`config.mk`:
```
export PLATFORM = sky130hd
export DESIGN_NAME = seven_segment_display_ctrl
export DESIGN_NICKNAME = d
export VERILOG_FILES = /design/src/rtl/seven_segment_display_ctrl.sv
export SDC_FILE = /design/constraint.sdc
export NUM_CORES = 1
export LEC_CHECK = 0
export BUFFER_PORTS_ARGS = -buffer_cell sky130_fd_sc_hd__buf_2
export CAP_MARGIN = 10
export CORE_UTILIZATION = 40
export DETAILED_ROUTE_END_ITERATION = 6
export PLACE_DENSITY = 0.59
export SKIP_LAST_GASP = 1
export SYNTH_ARGS = -nofsm -noshare
export SYNTH_HDL_FRONTEND = slang
export SYNTH_SLANG_ARGS = --single-unit
```
`constraint.sdc`:
```
create_clock -name clock -period 2.5 [get_ports clock]
set_input_delay 0.5 -clock clock [delete_from_list [all_inputs] [get_ports clock]]
set_output_delay 0.5 -clock clock [all_outputs]
set_load 0.02 [all_outputs]
```
`src/rtl/seven_segment_display_ctrl.sv`:
```
// Multi-digit seven-segment display controller: captures a binary value on load
// and renders it in hex, or in decimal through a sequential double-dabble converter.
module seven_segment_display_ctrl #(
  parameter int DATA_W = 32,
  parameter int DIGITS = 6
) (
  input  logic                  clock,
  input  logic                  resetn,
  input  logic [DATA_W-1:0]     value,
  input  logic                  load,
  input  logic                  hex_mode,
  input  logic                  blank_lz,
  output logic                  busy,
  output logic                  done,
  output logic                  ovf,
  output logic [7*DIGITS-1:0]   hex_out
);

  localparam int BCD_W = 4 * DIGITS;
  localparam int EXT_W = (BCD_W > DATA_W) ? BCD_W : DATA_W;
  localparam int CNT_W = $clog2(DATA_W + 1);

  localparam logic [6:0] SEG_BLANK = 7'b0000000;
  localparam logic [6:0] SEG_DASH  = 7'b0000001;

  typedef enum logic [1:0] {IDLE, SHIFT, RENDER} state_t;

  state_t             state;
  state_t             next_state;
  logic [DATA_W-1:0]  value_reg;
  logic [DATA_W-1:0]  shift_reg;
  logic [BCD_W-1:0]   bcd;
  logic [BCD_W-1:0]   bcd_corr;
  logic [CNT_W-1:0]   bit_cnt;
  logic               ovf_flag;
  logic               hex_mode_reg;
  logic               blank_lz_reg;
  logic [EXT_W-1:0]   value_ext;
  logic [3:0]         nib [DIGITS];
  logic               seen_nonzero;
  logic               render_ovf;
  logic [7*DIGITS-1:0] render_hex;
  logic [6:0]         seg;

  function automatic logic [6:0] seg_decode(input logic [3:0] n);
    logic [6:0] s;
    case (n)
      4'h0: s = 7'b1111110;
      4'h1: s = 7'b0110000;
      4'h2: s = 7'b1101101;
      4'h3: s = 7'b1111001;
      4'h4: s = 7'b0110011;
      4'h5: s = 7'b1011011;
      4'h6: s = 7'b1011111;
      4'h7: s = 7'b1110000;
      4'h8: s = 7'b1111111;
      4'h9: s = 7'b1111011;
      4'hA: s = 7'b1110111;
      4'hB: s = 7'b0011111;
      4'hC: s = 7'b1001110;
      4'hD: s = 7'b0111101;
      4'hE: s = 7'b1001111;
      default: s = 7'b1000111;
    endcase
    return s;
  endfunction

  assign busy = (state != IDLE);

  always_ff @(posedge clock or negedge resetn) begin
    if (!resetn) state <= IDLE;
    else         state <= next_state;
  end

  always_comb begin
    next_state = state;
    case (state)
      IDLE:    if (load) next_state = hex_mode ? RENDER : SHIFT;
      SHIFT:   if (bit_cnt == CNT_W'(DATA_W - 1)) next_state = RENDER;
      RENDER:  next_state = IDLE;
      default: next_state = IDLE;
    endcase
  end

  // Double-dabble correction step: every BCD digit >= 5 gets +3 before the shift.
  always_comb begin
    bcd_corr = bcd;
    for (int i = 0; i < DIGITS; i++) begin
      if (bcd[4*i +: 4] >= 4'd5) bcd_corr[4*i +: 4] = bcd[4*i +: 4] + 4'd3;
    end
  end

  always_comb begin
    value_ext    = EXT_W'(value_reg);
    render_ovf   = 1'b0;
    seen_nonzero = 1'b0;
    render_hex   = '0;
    seg          = SEG_BLANK;
    nib          = '{default: '0};
    for (int i = 0; i < DIGITS; i++) begin
      nib[i] = hex_mode_reg ? value_ext[4*i +: 4] : bcd[4*i +: 4];
    end
    if (hex_mode_reg) begin
      for (int b = 0; b < EXT_W; b++) begin
        if (b >= BCD_W) render_ovf = render_ovf | value_ext[b];
      end
    end else begin
      render_ovf = ovf_flag;
    end
    // Walk from the top digit down so blanking stops at the first nonzero nibble.
    for (int i = DIGITS - 1; i >= 0; i--) begin
      if (nib[i] != 4'd0) seen_nonzero = 1'b1;
      if (render_ovf)                              seg = SEG_DASH;
      else if (blank_lz_reg && !seen_nonzero && i != 0) seg = SEG_BLANK;
      else                                         seg = seg_decode(nib[i]);
      render_hex[7*i +: 7] = seg;
    end
  end

  always_ff @(posedge clock or negedge resetn) begin
    if (!resetn) begin
      value_reg    <= '0;
      shift_reg    <= '0;
      bcd          <= '0;
      bit_cnt      <= '0;
      ovf_flag     <= 1'b0;
      hex_mode_reg <= 1'b0;
      blank_lz_reg <= 1'b0;
      hex_out      <= '0;
      ovf          <= 1'b0;
      done         <= 1'b0;
    end else begin
      done <= 1'b0;
      case (state)
        IDLE: begin
          if (load) begin
            value_reg    <= value;
            shift_reg    <= value;
            hex_mode_reg <= hex_mode;
            blank_lz_reg <= blank_lz;
            bcd          <= '0;
            bit_cnt      <= '0;
            ovf_flag     <= 1'b0;
          end
        end
        SHIFT: begin
          bcd       <= {bcd_corr[BCD_W-2:0], shift_reg[DATA_W-1]};
          shift_reg <= {shift_reg[DATA_W-2:0], 1'b0};
          ovf_flag  <= ovf_flag | bcd_corr[BCD_W-1];
          bit_cnt   <= bit_cnt + CNT_W'(1);
        end
        RENDER: begin
          hex_out <= render_hex;
          ovf     <= render_ovf;
          done    <= 1'b1;
        end
        default: ;
      endcase
    end
  end

endmodule

```
==> results of run 1 <==
how the worst max path moves through the flow:
| stage | from | endpoint | slack [ns] | cells after the start |
|---|---|---|---|---|
| final | hex_mode_reg$_DFFE_PN0P_ | hex_out[18]$_DFFE_PN0P_ | 0.16 | 10 |
| after global routing | hex_mode_reg$_DFFE_PN0P_ | hex_out[18]$_DFFE_PN0P_ | 0.008 | 10 |
| after CTS | hex_mode_reg$_DFFE_PN0P_ | hex_out[12]$_DFFE_PN0P_ | 0.09 | 7 |
| after detailed placement | hex_mode_reg$_DFFE_PN0P_ | hex_out[12]$_DFFE_PN0P_ | 0.11 | 7 |
| after global placement | hex_mode_reg$_DFFE_PN0P_ | hex_out[18]$_DFFE_PN0P_ | 0.17 | 10 |
| after floorplan | hex_mode_reg$_DFFE_PN0P_ | hex_out[10]$_DFFE_PN0P_ | 0.02 | 9 |
critical path, stage by stage (launching register included):
cell and delay, ns:
dfrtp_2 0.49, buf_4 0.20, nand2_1 0.06, o21a_1 0.22
ha_1 0.20, o21ai_1 0.09, buf_4 0.15, nor4_1 0.32
buf_4 0.19, nor2_1 0.07, a32o_1 0.24
placed cells by master, fill, tap and decap left out, types with 4 or more instances in the layout:
master,instances
a21oi_1,21
a31oi_1,7
clkbuf_16,17
o32ai_1,9
a22oi_1,65
or2_2,4
xor2_1,8
buf_2,80
nor3_1,11
a32o_1,13
nor2_1,33
xnor2_1,6
mux2i_1,25
buf_4,39
ha_1,49
o21ai_1,8
nand2_1,59
clkinv_4,5
o22ai_1,12
o211ai_1,4
buf_12,4
o21ai_0,73
mux2_2,42
o31ai_1,9
dfrtp_1,142
inv_1,32
a22o_1,21
nand3_1,6
nand2b_1,11
per-layer routing:
| layer | track usage, % | up-vias | routed length, µm |
|---|---|---|---|
| met3 | 4.20 | 12 | 724 |
| met5 | 0 | - | 0 |
| met2 | 33.2 | 120 | 9450 |
| met4 | 5.32 | 0 | 212 |
| met1 | 29.3 | 3068 | 9880 |
| li1 | - | 3060 | - |
cell type report:
type	instances	area, µm²	area share [%]
clock buffers	18	439	4.61
clock inverters	14	131	1.38
inverters	33	124	1.30
multi-input cells	549	4130	43.3
flip-flops and latches	143	3580	37.6
well taps	265	332	3.48
repair buffers	125	796	8.35
what timing repair did:
action | in CTS | in global routing
buffers inserted | 0 | 1
gates resized for setup | 0 | 2
setup endpoints to repair | 0 | 9
report_power, final:
group          total (mW)  internal (mW)  switching [mW]
logic                6.33           2.73            3.60
clock network        2.43           1.33            1.10
registers            3.97           3.22           0.751
logic make-up after synthesis:
kind of cell,Yosys count,synth area share (%)
multiplexers,74,10.4
AO/OA/AOI/OAI,262,22.5
AND/OR/NAND/NOR,150,9.03
flip-flops,143,44.8
buffers and inverters,78,4.15
adder cells (fa/ha/maj),49,7.67
XOR/XNOR,14,1.53
==> impl_metrics.yaml, run 1 <==
yosys:
  ys_seq_area_share_pct: 44.8
  syn_area_per_cell_um2: 10.4
  synthFlopType: "dfrtp_1"
  yosys-top-cells-area: "dfrtp_1 45%, ha_1 7.7%, a22oi_1 6.1%, mux2_2 5.9%, o21ai_0 4.6%"
  synth_edf_count: 0
  netlist.area_leader.share_pct: 44.8
  synth_largest_area_cell: "dfrtp_1"
  synth_common_cells: "143 x dfrtp_1, 73 x o21ai_0, 65 x a22oi_1"
  synth.most_common_cell: "dfrtp_1"
  async_flop_share_pct: 100
  yosysWarnings: 0
  synth_seq_cells: 143
  syn_area_um2: 8000
  synthCells: 770
  syn_nets: 856
  ys_types: 57
finish:
  final_area_um2: 9530
  stdcell_count: 1147
  nNetsFinal: 955
  drive_above_1_share_pct: 25.1
  largest_reg_flops: 42
  diodes: 0
  area_delta_synth_final_pct: 19.2
  final_util_pct: 48.8
  fill_cells: 1859
critical_path:
  ff2ff_setup_slack_ns: 0.16
  crit_required_ns: 2.81
  end_kind: "flop"
  cp.arrival_ns: 2.66
  start_kind: "flop"
  r2r_start: "hex_mode_reg$_DFFE_PN0P_"
  r2r_end: "hex_out[18]$_DFFE_PN0P_"
  crit_type: "flop to flop"
  rr_worst_depth: 10
  crit_fanout: 9
flow_run:
  max-cap-violations: 0
timing:
  slew_headroom_pct: 53.1
  finalSetupViolCount: 0
  tightest_slew_ns: 0.684
  finalClockSkew_ns: 0.0117
  report.final.slew_viol_count: 0
  hold_slack_ns: 0.0240
  timing.setup.tns_ns: 0
  final.min_clock_period_ns: 2.34
  rsz0062_at_grt: "no"
  hold_viol: 0
  timing.fmax_mhz: 427
  finalCritPeriodShare_pct: 93.7
  timing.final.ws_setup_ns: 0.157
route:
  wl_per_cell_um: 17.7
  vias: 6260
  postRouteAntennaNets: 0
  drc: 0
  drt_wl_total_mm: 20.3
  dr.pass1.iters: 5
  viasPerCell: 5.46
  drtIter0Drc: 381
clock_tree:
  path_clk_slew_ns: 0.06
  cts_tree: "built"
  clockBufferDepth: 2
  root_buffer: "clkbuf_16"
  numCtsBuffers: 17
  clock_latency_ns: 0.43
  cts_hold_buf: 0
  h-tree-depth: 4
  clock_sinks: 143
placement:
  dpl_worst_slack_ns: 0.105
  place_area_um2: 8940
  hpwl_mm: 14.8
  dp_cells: 1114
  port_buffers: 81
  gp_congestion: 0.888
global_routing:
  overflow: 0
  grt_pass1_wl_mm: 33.1
  grt.total_usage_pct: 21.0
  grt_pass1_vias: 6120
  grt_max_degree: 57
  antenna_found_initial: 0
power:
  leakage_nw: 4.28
  p_total_mw: 12.7
  max-vdd-ir-drop_v: 0.000565
  p_per_area_nw_per_um2: 1340
floorplanning:
  start_util_pct: 40.9
  die_h_um: 143
  num_io_pins: 82
  fp.coreArea_um2: 19500
  die_w_um: 143
  die-area_um2: 20600
  fp-row-count: 51
worst_hold_path:
  hold_path.class: "input port to asynchronous set/reset pin"
status:
  outcome: "finished, final reports clean"
No activity file was read; power rests on OpenSTA's default activity.
==> run 2: changes to the inputs <==
--- a/config.mk
+++ b/config.mk
@@ -10,6 +10,7 @@
 export CORE_UTILIZATION = 40
 export DETAILED_ROUTE_END_ITERATION = 6
 export PLACE_DENSITY = 0.59
+export SETUP_SLACK_MARGIN = 0.3
 export SKIP_LAST_GASP = 1
 export SYNTH_ARGS = -nofsm -noshare
 export SYNTH_HDL_FRONTEND = slang
==> impl_metrics.yaml, run 2 (synthesis results as in run 1) <==
status:
  outcome: "finished, final reports clean"
route:
  drt_wl_total_mm: 20.7
  dr.pass1.iters: 5
  wl_met2_mm: 9.85
  drtIter0Drc: 435
  viasPerCell: 5.53
  wl_per_cell_um: 17.8
  vias: 6415
  postRouteAntennaNets: 0
  drc: 0
  dr.max_layer_used: "met4"
  wl_met3_um: 716
  met1_length_mm: 9.59
flow_run:
  max-cap-violations: 0
timing:
  rsz0062_at_grt: "yes"
  finalSetupViolCount: 0
  slew_headroom_pct: 65.3
  tightest_slew_ns: 0.506
  timing.final.ws_setup_ns: 0.257
  finalCritPeriodShare_pct: 89.7
  timing.setup.tns_ns: 0
  finalClockSkew_ns: 0.00839
  timing.fmax_mhz: 446
  hold_viol: 0
  hold_slack_ns: 0.00551
  report.final.slew_viol_count: 0
  final.min_clock_period_ns: 2.24
critical_path:
  critPathTopFamily: "simple AND/OR/NAND/NOR gates"
  r2r_end: "hex_out[9]$_DFFE_PN0P_"
  slowest_stage: "or4_4"
  cp.arrival_ns: 2.55
  crit_fanout: 12
  start_kind: "flop"
  cp_num_buf_inv: 2
  rr_worst_depth: 7
  cp.depth: 7
  crit_type: "flop to flop"
  cp-startpoint: "hex_mode_reg$_DFFE_PN0P_"
  r2r_start: "hex_mode_reg$_DFFE_PN0P_"
  cpMostUsedCell: "buf_4"
  crit_required_ns: 2.81
  ff2ff_setup_slack_ns: 0.26
  end_kind: "flop"
  crit_path_end: "hex_out[9]$_DFFE_PN0P_"
  path_cells: "buf_4 -> buf_4 -> nor3b_1 -> o21ai_2 -> or4_4 -> o21ai_4 -> o21ai_1"
  critPathMaxStageDelay_ns: 0.58
power:
  leakage_nw: 4.38
  p_total_mw: 13.6
  max-vdd-ir-drop_v: 0.000602
  p_per_area_nw_per_um2: 1380
placement:
  dpl_worst_slack_ns: 0.0949
  gp_congestion: 0.851
  place_area_um2: 8990
  hpwl_mm: 14.5
  port_buffers: 81
  dp_cells: 1115
finish:
  nNetsFinal: 969
  stdcell_count: 1161
  layout_common_cells: "142 x dfrtp_1, 80 x buf_2, 70 x o21ai_0, 65 x a22oi_1, 59 x nand2_1"
  regArea_um2: 3580
  diodes: 0
  final_area_um2: 9870
  fill_cells: 1797
  largest_reg_flops: 42
  multi_input_area_um2: 4290
  area_delta_synth_final_pct: 23.5
  final_common_cell: "dfrtp_1"
  final_util_pct: 50.6
  drive_above_1_share_pct: 28.3
global_routing:
  grt_pass1_vias: 6225
  antenna_found_initial: 0
  overflow: 0
  grt_pass1_wl_mm: 33.3
  grt.total_usage_pct: 21.1
  grt_max_degree: 49
floorplanning:
  start_util_pct: 40.9
  die_h_um: 143
  die-area_um2: 20600
  fp.coreArea_um2: 19500
  die_w_um: 143
  fp-row-count: 51
  num_io_pins: 82
clock_tree:
  clock_sinks: 143
  cts_tree: "built"
  h-tree-depth: 4
  root_buffer: "clkbuf_16"
  clockBufferDepth: 2
  clock_latency_ns: 0.43
  numCtsBuffers: 17
  path_clk_slew_ns: 0.06
worst_hold_path:
  hold_path.class: "input port to asynchronous set/reset pin"
-- run 2: worst reg2reg max path, delay by kind of cell, from the launching register on --
kind	cells	cell delay (ns)
and+or+nand+nor	2	0.87
AOI/OAI and AO/OA	3	0.47
DFF	1	0.43
buffers and inverters	2	0.35
-- run 2: worst min-delay path by stage --
stage / slack (ns) / cells after the start / end / from
after global placement: 0.46 / 2 / hex_out[19]$_DFFE_PN0P_ / hex_out[19]$_DFFE_PN0P_
after global routing: 0.03 / 1 / shift_reg[10]$_DFFE_PN0P_ / resetn
final: 0.006 / 1 / shift_reg[10]$_DFFE_PN0P_ / resetn
after detailed placement: 0.46 / 2 / hex_out[19]$_DFFE_PN0P_ / hex_out[19]$_DFFE_PN0P_
after CTS: 0.02 / 1 / shift_reg[10]$_DFFE_PN0P_ / resetn
after floorplan: 0.20 / 0 / bcd[0]$_DFFE_PN0P_ / resetn
-- run 2: report_power, final --
part	switching, mW	internal, mW
clock network	1.03	1.68
logic	3.83	3.12
registers	0.771	3.22
-- run 2: layout make-up --
| type | count | share of cell area, % |
|---|---|---|
| Tap cell | 265 | 3.36 |
| Clock buffer | 20 | 4.42 |
| Inverter | 33 | 1.25 |
| Multi-Input combinational cell | 549 | 43.5 |
| Timing Repair Buffer | 139 | 9.33 |
| Sequential cell | 143 | 36.3 |
| Clock inverter | 12 | 1.88 |
-- run 2: what timing repair did --
item,CTS,global route
buffers inserted,11,3
pin swaps,6,1
setup endpoints to repair,38,29
gates cloned,0,0
gates resized for setup,13,16
hold buffers,0,0
-- run 2: layer usage --
| layer | GRT usage, % | vias to the layer above |
|---|---|---|
| met4 | 8.62 | 0 |
| met1 | 27.7 | 3164 |
| met5 | 0 | - |
| li1 | - | 3085 |
| met3 | 4.23 | 28 |
| met2 | 33.9 | 138 |
